`src/rtl/comptest_emu_pkg.sv`:
```
// Shared types and constants for the comparator emulator.
package comptest_emu_pkg;

    localparam int ERR_MODE_W = 2;

    typedef enum logic [2:0] {
        IDLE    = 3'd0,
        PULSE   = 3'd1,
        LATENCY = 3'd2,
        EMIT    = 3'd3,
        DEAD    = 3'd4
    } state_t;

    localparam logic [ERR_MODE_W-1:0] ERR_NONE        = 2'd0;
    localparam logic [ERR_MODE_W-1:0] ERR_WRONG_HS    = 2'd1;
    localparam logic [ERR_MODE_W-1:0] ERR_EXTRA_BIT   = 2'd2;
    localparam logic [ERR_MODE_W-1:0] ERR_INV_COMPOUT = 2'd3;

endpackage

```
`src/rtl/comparator_emulator_sat_counter.sv`:
```
// Saturating up-counter with synchronous clear; clear wins over increment.
module sat_counter #(
    parameter int CNT_W = 16
) (
    input  logic             clock,
    input  logic             reset,
    input  logic             clr,
    input  logic             inc,
    output logic [CNT_W-1:0] count
);

    logic [CNT_W-1:0] r_count;

    // Count up on inc, hold at all-ones, clear on reset or clr.
    always_ff @(posedge clock) begin
        if (reset || clr) begin
            r_count <= '0;
        end else if (inc && (r_count != '1)) begin
            r_count <= r_count + {{(CNT_W-1){1'b0}}, 1'b1};
        end else begin
            r_count <= r_count;
        end
    end

    assign count = r_count;

endmodule

```
`src/rtl/comparator_emulator.sv`:
```
// Behavioural comparator/triad stand-in: answers an injector pulse window
// with a halfstrip hit word and compout level after a programmable latency.
module comparator_emulator
    import comptest_emu_pkg::*;
#(
    parameter int LAT_W = 4,
    parameter int CNT_W = 16
) (
    input  logic                  clock,
    input  logic                  reset,
    input  logic                  pulse_en,
    input  logic                  compin,
    input  logic [4:0]            active_halfstrip,
    input  logic                  response_en,
    input  logic [LAT_W-1:0]      latency,
    input  logic [1:0]            hit_width,
    input  logic [LAT_W-1:0]      deadtime,
    input  logic [ERR_MODE_W-1:0] err_mode,
    input  logic                  cnt_rst,
    output logic [31:0]           halfstrips,
    output logic                  compout,
    output logic                  busy,
    output logic [CNT_W-1:0]      pulses_seen,
    output logic [CNT_W-1:0]      responses_sent,
    output logic                  overrun
);

    state_t                r_state;
    logic                  r_pulse_en_q;
    logic [4:0]            r_hs;
    logic [ERR_MODE_W-1:0] r_mode;
    logic                  r_resp_en;
    logic                  r_compin_seen;
    logic [LAT_W-1:0]      r_lat_cnt;
    logic [1:0]            r_emit_cnt;
    logic [LAT_W-1:0]      r_dead_cnt;
    logic [31:0]           r_halfstrips;
    logic                  r_compout;
    logic                  r_overrun;

    logic                  w_rise;
    logic                  w_accept;
    logic                  w_lat_done;
    logic                  w_emit_start;
    logic [4:0]            w_hs_next;
    logic [4:0]            w_hs_pair;
    logic [31:0]           w_pattern;
    logic                  w_compout;

    assign w_rise       = pulse_en & ~r_pulse_en_q;
    assign w_accept     = (r_state == IDLE) && w_rise;
    assign w_lat_done   = (r_state == LATENCY) && (r_lat_cnt == latency);
    assign w_emit_start = w_lat_done && r_resp_en;
    assign w_hs_next    = r_hs + 5'd1;
    assign w_hs_pair    = r_hs ^ 5'd1;

    // Hit word and compout level for the captured fault mode.
    always_comb begin
        w_pattern = 32'd0;
        w_compout = r_compin_seen;
        case (r_mode)
            ERR_NONE:        w_pattern = 32'd1 << r_hs;
            ERR_WRONG_HS:    w_pattern = 32'd1 << w_hs_next;
            ERR_EXTRA_BIT:   w_pattern = (32'd1 << r_hs) | (32'd1 << w_hs_pair);
            ERR_INV_COMPOUT: begin
                w_pattern = 32'd1 << r_hs;
                w_compout = ~r_compin_seen;
            end
            default:         w_pattern = 32'd1 << r_hs;
        endcase
    end

    // Registered copy of pulse_en for rising-edge detection.
    always_ff @(posedge clock) begin
        if (reset) begin
            r_pulse_en_q <= 1'b0;
        end else begin
            r_pulse_en_q <= pulse_en;
        end
    end

    // Response sequencer with registered hit outputs.
    always_ff @(posedge clock) begin
        if (reset) begin
            r_state       <= IDLE;
            r_hs          <= 5'd0;
            r_mode        <= ERR_NONE;
            r_resp_en     <= 1'b0;
            r_compin_seen <= 1'b0;
            r_lat_cnt     <= '0;
            r_emit_cnt    <= 2'd0;
            r_dead_cnt    <= '0;
            r_halfstrips  <= 32'd0;
            r_compout     <= 1'b0;
        end else begin
            case (r_state)
                IDLE: begin
                    if (w_rise) begin
                        r_state       <= PULSE;
                        r_hs          <= active_halfstrip;
                        r_mode        <= err_mode;
                        r_resp_en     <= response_en;
                        r_compin_seen <= 1'b0;
                    end
                end
                PULSE: begin
                    r_compin_seen <= r_compin_seen | compin;
                    if (!pulse_en) begin
                        r_state   <= LATENCY;
                        r_lat_cnt <= '0;
                    end
                end
                LATENCY: begin
                    if (w_lat_done) begin
                        r_dead_cnt <= '0;
                        if (r_resp_en) begin
                            r_state      <= EMIT;
                            r_emit_cnt   <= 2'd0;
                            r_halfstrips <= w_pattern;
                            r_compout    <= w_compout;
                        end else begin
                            r_state <= DEAD;
                        end
                    end else begin
                        r_lat_cnt <= r_lat_cnt + {{(LAT_W-1){1'b0}}, 1'b1};
                    end
                end
                EMIT: begin
                    if (r_emit_cnt == hit_width) begin
                        r_state      <= DEAD;
                        r_dead_cnt   <= '0;
                        r_halfstrips <= 32'd0;
                        r_compout    <= 1'b0;
                    end else begin
                        r_emit_cnt <= r_emit_cnt + 2'd1;
                    end
                end
                DEAD: begin
                    if (r_dead_cnt == deadtime) begin
                        r_state <= IDLE;
                    end else begin
                        r_dead_cnt <= r_dead_cnt + {{(LAT_W-1){1'b0}}, 1'b1};
                    end
                end
                default: begin
                    r_state      <= IDLE;
                    r_halfstrips <= 32'd0;
                    r_compout    <= 1'b0;
                end
            endcase
        end
    end

    // Sticky flag for a pulse window that opened while a response was in flight.
    always_ff @(posedge clock) begin
        if (reset || cnt_rst) begin
            r_overrun <= 1'b0;
        end else if (w_rise && (r_state != IDLE)) begin
            r_overrun <= 1'b1;
        end else begin
            r_overrun <= r_overrun;
        end
    end

    sat_counter #(.CNT_W(CNT_W)) u_pulses_cnt (
        .clock (clock),
        .reset (reset),
        .clr   (cnt_rst),
        .inc   (w_accept),
        .count (pulses_seen)
    );

    sat_counter #(.CNT_W(CNT_W)) u_responses_cnt (
        .clock (clock),
        .reset (reset),
        .clr   (cnt_rst),
        .inc   (w_emit_start),
        .count (responses_sent)
    );

    assign halfstrips = r_halfstrips;
    assign compout    = r_compout;
    assign busy       = (r_state != IDLE);
    assign overrun    = r_overrun;

endmodule

```
`config.mk`:
```
export PLATFORM = sky130hd
export DESIGN_NAME = comparator_emulator
export DESIGN_NICKNAME = d
export VERILOG_FILES = /design/src/rtl/comptest_emu_pkg.sv /design/src/rtl/comparator_emulator_sat_counter.sv /design/src/rtl/comparator_emulator.sv
export SDC_FILE = /design/constraint.sdc
export NUM_CORES = 1
export LEC_CHECK = 0
export ABC_AREA = 1
export CORE_MARGIN = 5
export CORE_UTILIZATION = 50
export CTS_CLUSTER_DIAMETER = 60
export CTS_CLUSTER_SIZE = 14
export DETAILED_ROUTE_END_ITERATION = 8
export PLACE_DENSITY = 0.85
export SLEW_MARGIN = 10
export SYNTH_ARGS = -nofsm -noshare
export SYNTH_HDL_FRONTEND = slang
export SYNTH_SLANG_ARGS = --single-unit
```
`constraint.sdc`:
```
create_clock -name clock -period 3.64 [get_ports clock]
set_input_delay 0.364 -clock clock [delete_from_list [all_inputs] [get_ports clock]]
set_output_delay 0.364 -clock clock [all_outputs]
set_load 0.1 [all_outputs]
```
Yosys cells after proc, flatten, opt, wreduce, memory -nomap -nowiden
Index checks and enable logic that the tools add are counted.
{"block": "op_classes", "addsub": 6, "n_mul": 0, "n_div": 0, "magnitude_cmp": 0, "n_eq_ne": 21, "n_shift": 3, "muxes": 30, "n_bitwise": 7, "reduce_logical": 23}
{"op": "32-bit case mux with 3 select lines", "n": 2}
{"op": "32-bit two-way mux", "n": 3}
{"op": "1-bit by 5-bit left shift with 32-bit output, first input constant", "n": 3}
{"op": "16-bit by 1-bit adder with 16-bit output, second input constant", "n": 2}
{"op": "16-bit inequality test, second input constant", "n": 2}
{"op": "32-bit bitwise OR", "n": 1}
{"op": "4-bit two-way mux", "n": 5}
{"op": "3-bit two-way mux", "n": 6}
{"op": "2-bit inequality test, second input constant", "n": 9}
{"op": "3-bit case mux with 5 select lines", "n": 1}
{"op": "4-bit case mux with 3 select lines", "n": 1}
{"op": "4-bit AND reduction", "n": 3}
{"op": "4-bit by 1-bit adder with 4-bit output, second input constant", "n": 2}
{"op": "4-bit == test", "n": 2}
{"op": "4-bit case mux with 2 select lines", "n": 1}
{"op": "3-bit by 2-bit == test with 1-bit output, second input constant", "n": 2}
{"op": "1-bit logical AND", "n": 6}
{"op": "2-bit two-way mux", "n": 3}
{"op": "2-bit nonzero test", "n": 3}
{"op": "3-bit nonzero test", "n": 2}
{"op": "5-bit by 1-bit adder with 5-bit output, second input constant", "n": 1}
{"op": "1-bit two-way mux", "n": 5}
{"op": "5-bit AND reduction", "n": 1}
{"op": "2-bit == test, second input constant", "n": 2}
{"op": "18 further kinds", "n": 22}
{"block": "word_totals", "ff_bits": 89, "latch_bits": 0, "ramBits": 0, "romBits": 0, "in_bits": 23, "output_inout_bits": 67, "wordCells": 104, "mem_count": 0}

Logic depth before layout (Yosys ltp)
Gate-level depths: netlist of run 1.
{"block": "logic_depth", "depth_word": 7, "ltp_mapped": 13, "depth_no_buf": 12}

Modules after synthesis
Synthesis of run 1 repeated with hierarchy kept, for this count alone.
{"block": "hier_totals", "hier_cells": 924, "area_unflattened_um2": 5703.0}
{"module": "comparator_emulator", "instances": 1, "cells_each": 626, "area_per_inst_um2": 3803.6, "seq_area_each_um2": 1141.1}
{"module": "sat_counter (u_pulses_cnt)", "instances": 1, "cells_each": 149, "area_per_inst_um2": 950.9, "seq_area_each_um2": 320.3}
{"module": "sat_counter (u_responses_cnt)", "instances": 1, "cells_each": 149, "area_per_inst_um2": 948.4, "seq_area_each_um2": 320.3}

Worst setup path after synthesis of run 1
Ideal clock, no wire load.
{"block": "synth_path", "kind": "register to register", "startpoint": "reg u_responses_cnt.r_count[0], in the netlist u_responses_cnt.count[0]", "endpoint": "reg u_responses_cnt.r_count[13], in the netlist u_responses_cnt.count[13]", "setup_time_ps": 119, "arrival_time_ps": 2303, "t_required_ps": 3521, "setup_slack_ps": 1217, "path_stages_with_launch": 12, "n_path_buf": 1, "synth_period_minus_slack_ps": 2423, "path_cell_list": "dfxtp_1 -> ha_1 -> nand2_1 -> inv_1 -> nand2_1 -> nor2_2 -> nand2_1 -> nor2_2 -> nor2_4 -> buf_4 -> a21oi_1 -> nor2_1"}
{"block": "synth_between", "elab_chain_cells": 2, "elab_cells_between_ends": 3, "cone_classes": "add/sub (1); eq/ne (1); reduce/logical (1)"}
{"element": "from (decl)", "line": "comparator_emulator_sat_counter.sv:12", "rtl": "logic [CNT_W-1:0] r_count;"}
{"element": "from (signal assigned)", "line": "comparator_emulator_sat_counter.sv:19", "rtl": "r_count <= r_count + {{(CNT_W-1){1'b0}}, 1'b1};"}
{"element": "from (signal assigned)", "line": "comparator_emulator_sat_counter.sv:21", "rtl": "r_count <= r_count;"}
{"element": "parallel branches: the longest is 2 deep, another holds 16-bit by 1-bit adder with 16-bit output"}
Parallel ways; which one is timed is not known.
A chain may end at the register's enable or synchronous reset.

Worst setup path after layout of run 1
{"block": "layout_path", "startpoint": "reg r_state[0]", "endpoint": "out busy"}
{"block": "layout_between", "elab_chain_cells": 1}
{"element": "from (decl)", "line": "comparator_emulator.sv:28", "rtl": "state_t r_state;"}
{"element": "from (signal assigned)", "line": "comparator_emulator.sv:85", "rtl": "r_state <= IDLE;"}
{"element": "from (signal assigned)", "line": "comparator_emulator.sv:99", "rtl": "r_state <= PULSE;"}
{"element": "from (signal assigned)", "line": "comparator_emulator.sv:109", "rtl": "r_state <= LATENCY;"}
{"element": "3-bit nonzero test", "line": "comparator_emulator.sv:183", "rtl": "assign busy = (r_state != IDLE);"}
{"element": "to (decl)", "line": "comparator_emulator.sv:22", "rtl": "output logic busy,"}
Every way passes these cells.

==> run summary, run 1 <==
Pin count of the biggest net entering global routing = 56
Setup total negative slack = 0 ns
Combinational family with the most area after synthesis = simple AND/OR/NAND/NOR gates
Longest Clk Path Bufs = 2
RSZ-0062 raised after global routing = false
Yosys reg bits = 89
Hold Crit Class = reg -> reg
GP Congestion = 0.954
First-pass GRT wire length = 24,700 um
Flop2flop setup slack = 1.30 ns
Area grow syn2layout = 21.1%
Synth cell count leaders = nand2_1 (270), nor2_1 (223), inv_1 (112)
CP Cell Sequence = inv_2 > nand2_1 > nor2_2 > inv_1 > clkdlybuf4s50_1
Cell area after layout = 6960 um2
Distinct cells, synth = 33
Clock power share = 30.4%
Dpl hpwl = 10,300 um
Synth Area in Adders = 1.96%
CTS buffer count = 9
Clk_lat worst skew = 0.35 ns
Post-synthesis compound-gate area fraction = 8.27%
Clk root buf = clkbuf_16
Post-synthesis mux area share = 0%
Syn nets = 1,015
Ys flop type = dfxtp_1
Post-Synthesis Cells = 983
Crit path capture type = primary output
Worst Path Arrival = 2.27 ns
Nets = 1,078
Logic gate share of total power = 36.1%
Crit Path Class = reg -> out
Initial detailed-routing violation count = 425
Final min period = 2.63 ns
H-Tree Depth = 3
Post-Synth XOR/XNOR Area = 1.98%
# Max-Cap Violations = 0
Bufs and invs on worst path = 3
TritonRoute pass-1 iters = 6
Initial antenna violation count = 0
Design Power = 3.32 mW
Post-place setup slack = 1.17 ns
Final period util = 72.3%
Routed Antenna Nets = 0
Register share of total power = 33.5%
Avg WL per Cell = 12.3 um
Final Max Tran Viols = 0
Hold Vio Cnt, Final = 0
Maximum vdd drop = 0.303 mV
Synth Warn # = 0
Post-synth top area cell = dfxtp_1
Post_cts resized = 0
Core Area = 11,300 um2
Crit Path Max Fanout = 4
Synth top area share = 31.0%
Sequential area share after synthesis = 31.0%
Post-synthesis simple-gate area fraction = 44.9%
Sw power = 1.40 mW
Layout Skew = 0.00712 ns
Least-Margin Pin Slew = 0.991 ns
Slew Limit Headroom = 33.7%
# clock sinks = 89
DR vias = 6,085
Sw Share = 42.1%
Worst setup margin = 1.01 ns
Pint = 1.92 mW
Number of port buffers = 89
Post-synth ARST share = 0%
I/O pin total = 90
Num rows = 39
Critical path's top delay family = buffers and inverters
F_max = 380 MHz
CTS tree = done
Routed wire length = 14,700 um
Leak Pwr = 3.15 nW
Critical-path top delay cell = clkdlybuf4s50_1
DP Area = 6640 um2
Post-synth EDFFs = 0
Setup Viol. Count Final = 0
Remaining DRCs = 0
CP Launch Type = flop
Vias per cell = 5.10
Power Density = 477 nW/um2
Hold_buf cts = 0
Setup Fix Bufs, Post-CTS = 0
Die Area = 13,700 um2
Critical path data required time = 3.28 ns
Clock slew at reported path FFs = 0.07 ns
Number of global-route vias before repair = 5,426
Synth top area cells = dfxtp_1 (31%), nand2_1 (18%), nor2_1 (15%), inv_1 (7.3%), nand3_1 (5.1%)
Die H = 117 um
Tot GR Track Use = 22.2%
Outcome = completed
Slowest cell delay on critical path = 1.14 ns
Syn avg cell area = 5.85 um2
Diodes inserted = 0
Synth Cell Area = 5750 um2
Layout cells sized above 1 = 4.95%
Congestion Overflow GR = 0
Count leader, synth = nand2_1
Die X = 117 um
Initial core utilization = 50.8%
path summary, 6_finish.rpt:
path,startpoint,to,cells past startpoint
max,r_state[0],busy,5
max reg2reg,r_hs[2],halfstrips[26],10
min,compout,compout,2
min reg2reg,compout,compout,2
layout by cell type, fill, tap and decap left out, types with 9 or more instances in the layout:
cell,count
nand2_1,270
nand3_1,59
nor2_1,223
nand4_1,30
clkbuf_16,9
dfxtp_1,89
inv_1,112
a21oi_1,38
nor3_1,11
o21ai_0,43
clkdlybuf4s50_1,89
ha_1,9
layer usage:
metal	up-vias	GRT usage, %	share of wire (%)
li1	3177	-	-
met1	2658	29.1	45
met2	221	35.5	44
met3	29	5.55	8.2
met4	0	7.65	1.9
met5	-	0	0
state kept, by name, summed over array words and instances (netlist names), 2 cells and up:
register	count
u_responses_cnt.count	16
r_state	3
u_pulses_cnt.count	16
halfstrips	32
r_hs	5
r_dead_cnt	4
r_lat_cnt	4
r_mode	2
r_emit_cnt	2
cells by family (layout without fill, tap and decap cells):
kind of cell | count (synthesis) | after routing
AO/OA/AOI/OAI | 92 | 92
AND/OR/NAND/NOR | 615 | 615
buffers and inverters | 165 | 233
XOR/XNOR | 13 | 13
flip-flops | 89 | 89
adder cells (fa/ha/maj) | 9 | 9
power by group through the flow:
stage / combinational, mW / clock [mW] / sequential [mW]
after global placement: 1.17 / 0 / 1.13
final: 1.20 / 1.01 / 1.11
after global routing: 1.35 / 1.06 / 1.12
after CTS: 1.19 / 1.02 / 1.11
after detailed placement: 1.18 / 0 / 1.13
after floorplan: 0.930 / 0 / 1.14
through the flow:
stage | util, % | hold slack [ns] | cells
floorplan | - | 0.468 | 983
global placement | 58.7 | 0.453 | 1178
detailed placement | 58.7 | 0.480 | 1178
CTS | 61.5 | 0.491 | 1194
global route | 61.5 | 0.507 | 1194
finish | 61.5 | 0.489 | 1194
worst register-to-register path, stage by stage (launching register included):
cell and delay (ns):
dfxtp_1 0.59, inv_1 0.33, ha_1 0.48, inv_1 0.13, nor2_1 0.21, nand3_1 0.12, o21ai_0 0.16, nand2_1 0.07
nor2_1 0.08, nor2_1 0.05, nor2_1 0.07
final cells by class:
type,instances,area [um2]
Clock inverter,6,81.3
Timing Repair Buffer,95,936
Sequential cell,89,1780
Fill cell,1078,4360
Inverter,122,460
Tap cell,143,179
Multi-Input combinational cell,729,3280
Clock buffer,10,239
Note: power is estimated with default switching activity, not from simulation.
==> run 2: changes to the inputs <==
Clock period 3.64 ns to 2.7 ns, I/O delays scaled along.
==> run 2 against run 1 <==
Against the previous run:
- critical path depth grew 6
- design area shrank 1.9%
- core utilization shrank 1.1 points
- via count shrank 0.38%
- clock skew grew 0.0016 ns
- flip-flop and latch count is the same
- total power grew 37%
- wire length shrank 0.69%
- sequential share of layout area grew 0.48 points
- non-clock buffer count grew 3
- largest power group unchanged
- hold slack lost 0.0017 ns
- global-route usage grew 0.12 points
==> run summary, run 2 (synthesis gave the netlist of run 1 again) <==
Outcome = completed
Worst Path Arrival = 2.59 ns (+0.32 ns)
Layout cells sized above 1 = 11.6% (+6.6 points)
Critical path depth in cells = 11 (+6)
Die Area = 13,700 um2 (unchanged)
Cell area after layout = 6830 um2 (-1.9%)
First-pass GRT wire length = 25,200 um (+1.8%)
Design Power = 4.53 mW (+37%)
Slowest cell delay on critical path = 0.48 ns (-0.66 ns)
Crit Path Max Fanout = 14 (+10)
Least-Margin Pin Slew = 0.747 ns (-0.244 ns)
Final Max Tran Viols = 0 (unchanged)
Most common cell after layout, fill and taps aside = nand2_1
DR vias = 6,062 (-0.38%)
Cell repeated most along the worst path = nor2_1
Hold Vio Cnt, Final = 0 (unchanged)
Setup Fix Bufs, Post-CTS = 0 (unchanged)
Slew Limit Headroom = 50.1% (+16 points)
Nets = 1,081 (+0.28%)
DP Area = 6490 um2 (-2.2%)
Dpl cells = 1,181 (+0.25%)
Routed wire length = 14,600 um (-0.69%)
Sw power = 1.87 mW (+34%)
Hold Crit Class = reg -> reg
Congestion Overflow GR = 0 (unchanged)
CTS tree = done
Initial detailed-routing violation count = 426 (+0.24%)
Area occupied by multi-input gates = 3280 um2 (unchanged)
Area grow syn2layout = 18.8%
Hold wc startpoint = halfstrips[11]
Diodes inserted = 0 (unchanged)
Number of port buffers = 89 (unchanged)
Critical path data required time = 2.98 ns (-0.30 ns)
Routed Antenna Nets = 0 (unchanged)
Crit path launch = r_hs[2]
Setup total negative slack = 0 ns (unchanged)
Initial antenna violation count = 0 (unchanged)
Tot GR Track Use = 22.3% (+0.12 points)
F_max = 433 MHz
Clk root buf = clkbuf_16
H-Tree Depth = 3 (unchanged)
Clock power share = 31.0% (+0.6 points)
Core Util, Final = 60.3% (-1.1 points)
Crit Path Class = reg -> reg
Maximum vdd drop = 0.405 mV (+34%)
Register share of total power = 32.9% (-0.6 points)
Flop2flop setup slack = 0.39 ns (-0.91 ns)
Worst Setup EP = halfstrips[10]
Remaining DRCs = 0 (unchanged)
CP Cell Sequence = buf_4 > inv_1 > ha_1 > inv_1 > nor2_1 > nand3_1 > o21ai_0 > nand2_1 > nor2_1 > nor2_1 > nor2_1
Die H = 117 um (unchanged)
Num rows = 39 (unchanged)
Core Area = 11,300 um2 (unchanged)
Crit path capture type = flop
Hold_buf cts = 0 (unchanged)
Layout Skew = 0.00877 ns (+0.00165 ns)
Final min period = 2.31 ns
RR Endpoint = halfstrips[10]
Initial core utilization = 50.8% (unchanged)
Longest Clk Path Bufs = 2 (unchanged)
CTS buffer count = 9 (unchanged)
Pint = 2.66 mW (+39%)
Number of global-route vias before repair = 5,521 (+1.8%)
Clk_lat worst skew = 0.35 ns (about the same)
Power Density = 664 nW/um2 (+39%)
Bufs and invs on worst path = 3 (unchanged)
RR Startpoint = r_hs[2]
Critical path's top delay family = simple AND/OR/NAND/NOR gates
Die X = 117 um (unchanged)
Max FFs per register = 32 (unchanged)
I/O pin total = 90 (unchanged)
Avg WL per Cell = 12.2 um (-0.94%)
Setup Viol. Count Final = 0 (unchanged)
TritonRoute pass-1 iters = 5 (-1)
Filler Cell Count = 1,108 (+2.8%)
CP Launch Type = flop
Clock slew at reported path FFs = 0.07 ns (about the same)
Non-filler cells, final = 1,197 (+0.25%)
Leak Pwr = 3.31 nW (+5.0%)
Final period util = 85.5%
# Max-Cap Violations = 0 (unchanged)
Pin count of the biggest net entering global routing = 56 (unchanged)
Sw Share = 41.2% (-0.89 points)
RSZ-0062 raised after global routing = false
Commonest non-fill, non-tap cells in the layout = nand2_1 (270), nor2_1 (223), inv_1 (112)
Post_cts resized = 0 (unchanged)
# clock sinks = 89 (unchanged)
R2R cell count = 11 (+1)
Vias per cell = 5.06 (-0.63%)
Critical-path top delay cell = ha_1
Logic gate share of total power = 36.1% (about the same)
GP Congestion = 1.01 (+5.4%)
Dpl hpwl = 10,700 um (+3.4%)
Register area = 1780 um2 (unchanged)
==> run 2: changes by cell type in the layout (fill, tap and decap cells not counted), sizes merged <==
cell,before,now
inv,124,123
clkinv,3,4
clkbuf,10,9
bufinv,1,2
clkdlybuf4s50,89,22
buf,6,76
==> run 2: final cells by class <==
type / count / area share [%]
clock inverter: 7 / 1.63
timing repair buffer: 98 / 11.6
tap: 143 / 2.62
sequential: 89 / 26.1
clock buffer: 9 / 3.30
multi-input combinational: 729 / 48.1
inverter: 122 / 6.74
==> run 2: worst min-delay path by stage <==
stage | to | cells past startpoint | slack [ns]
2_1_floorplan | r_pulse_en_q | 2 | 0.40
3_3_place_gp | overrun | 2 | 0.48
3_5_place_dp | halfstrips[11] | 2 | 0.48
4_1_cts | halfstrips[11] | 2 | 0.49
5_1_grt | halfstrips[11] | 2 | 0.50
6_report | halfstrips[11] | 2 | 0.49
==> run 2: stage by stage <==
stage / hold slack [ns] / setup slack (ns)
2_1_floorplan: 0.403 / 0.277
3_3_place_gp: 0.476 / 0.482
3_5_place_dp: 0.481 / 0.484
4_1_cts: 0.492 / 0.463
5_1_grt: 0.504 / 0.220
6_report: 0.487 / 0.391
==> run 2: routing by layer <==
layer / vias to the layer above / GRT usage (%) / wire length, um
met5: - / 0 / 0
met4: 0 / 7.11 / 236
met3: 23 / 6.53 / 1260
met2: 209 / 35.1 / 6460
met1: 2645 / 29.5 / 6620
li1: 3185 / - / -
==> run 2: tightest hold or removal path: stages, from the launching register on <==
cell	delay [ns]
dfxtp_1	0.32
nand2_1	0.06
a21oi_1	0.05
==> run 2: power by group through the flow <==
stage	clock [mW]	combinational (mW)	sequential, mW
finish	1.40	1.64	1.49
floorplan	0	1.25	1.53
global placement	0	1.60	1.52
detailed placement	0	1.61	1.52
CTS	1.43	1.62	1.49
global route	1.49	1.85	1.50
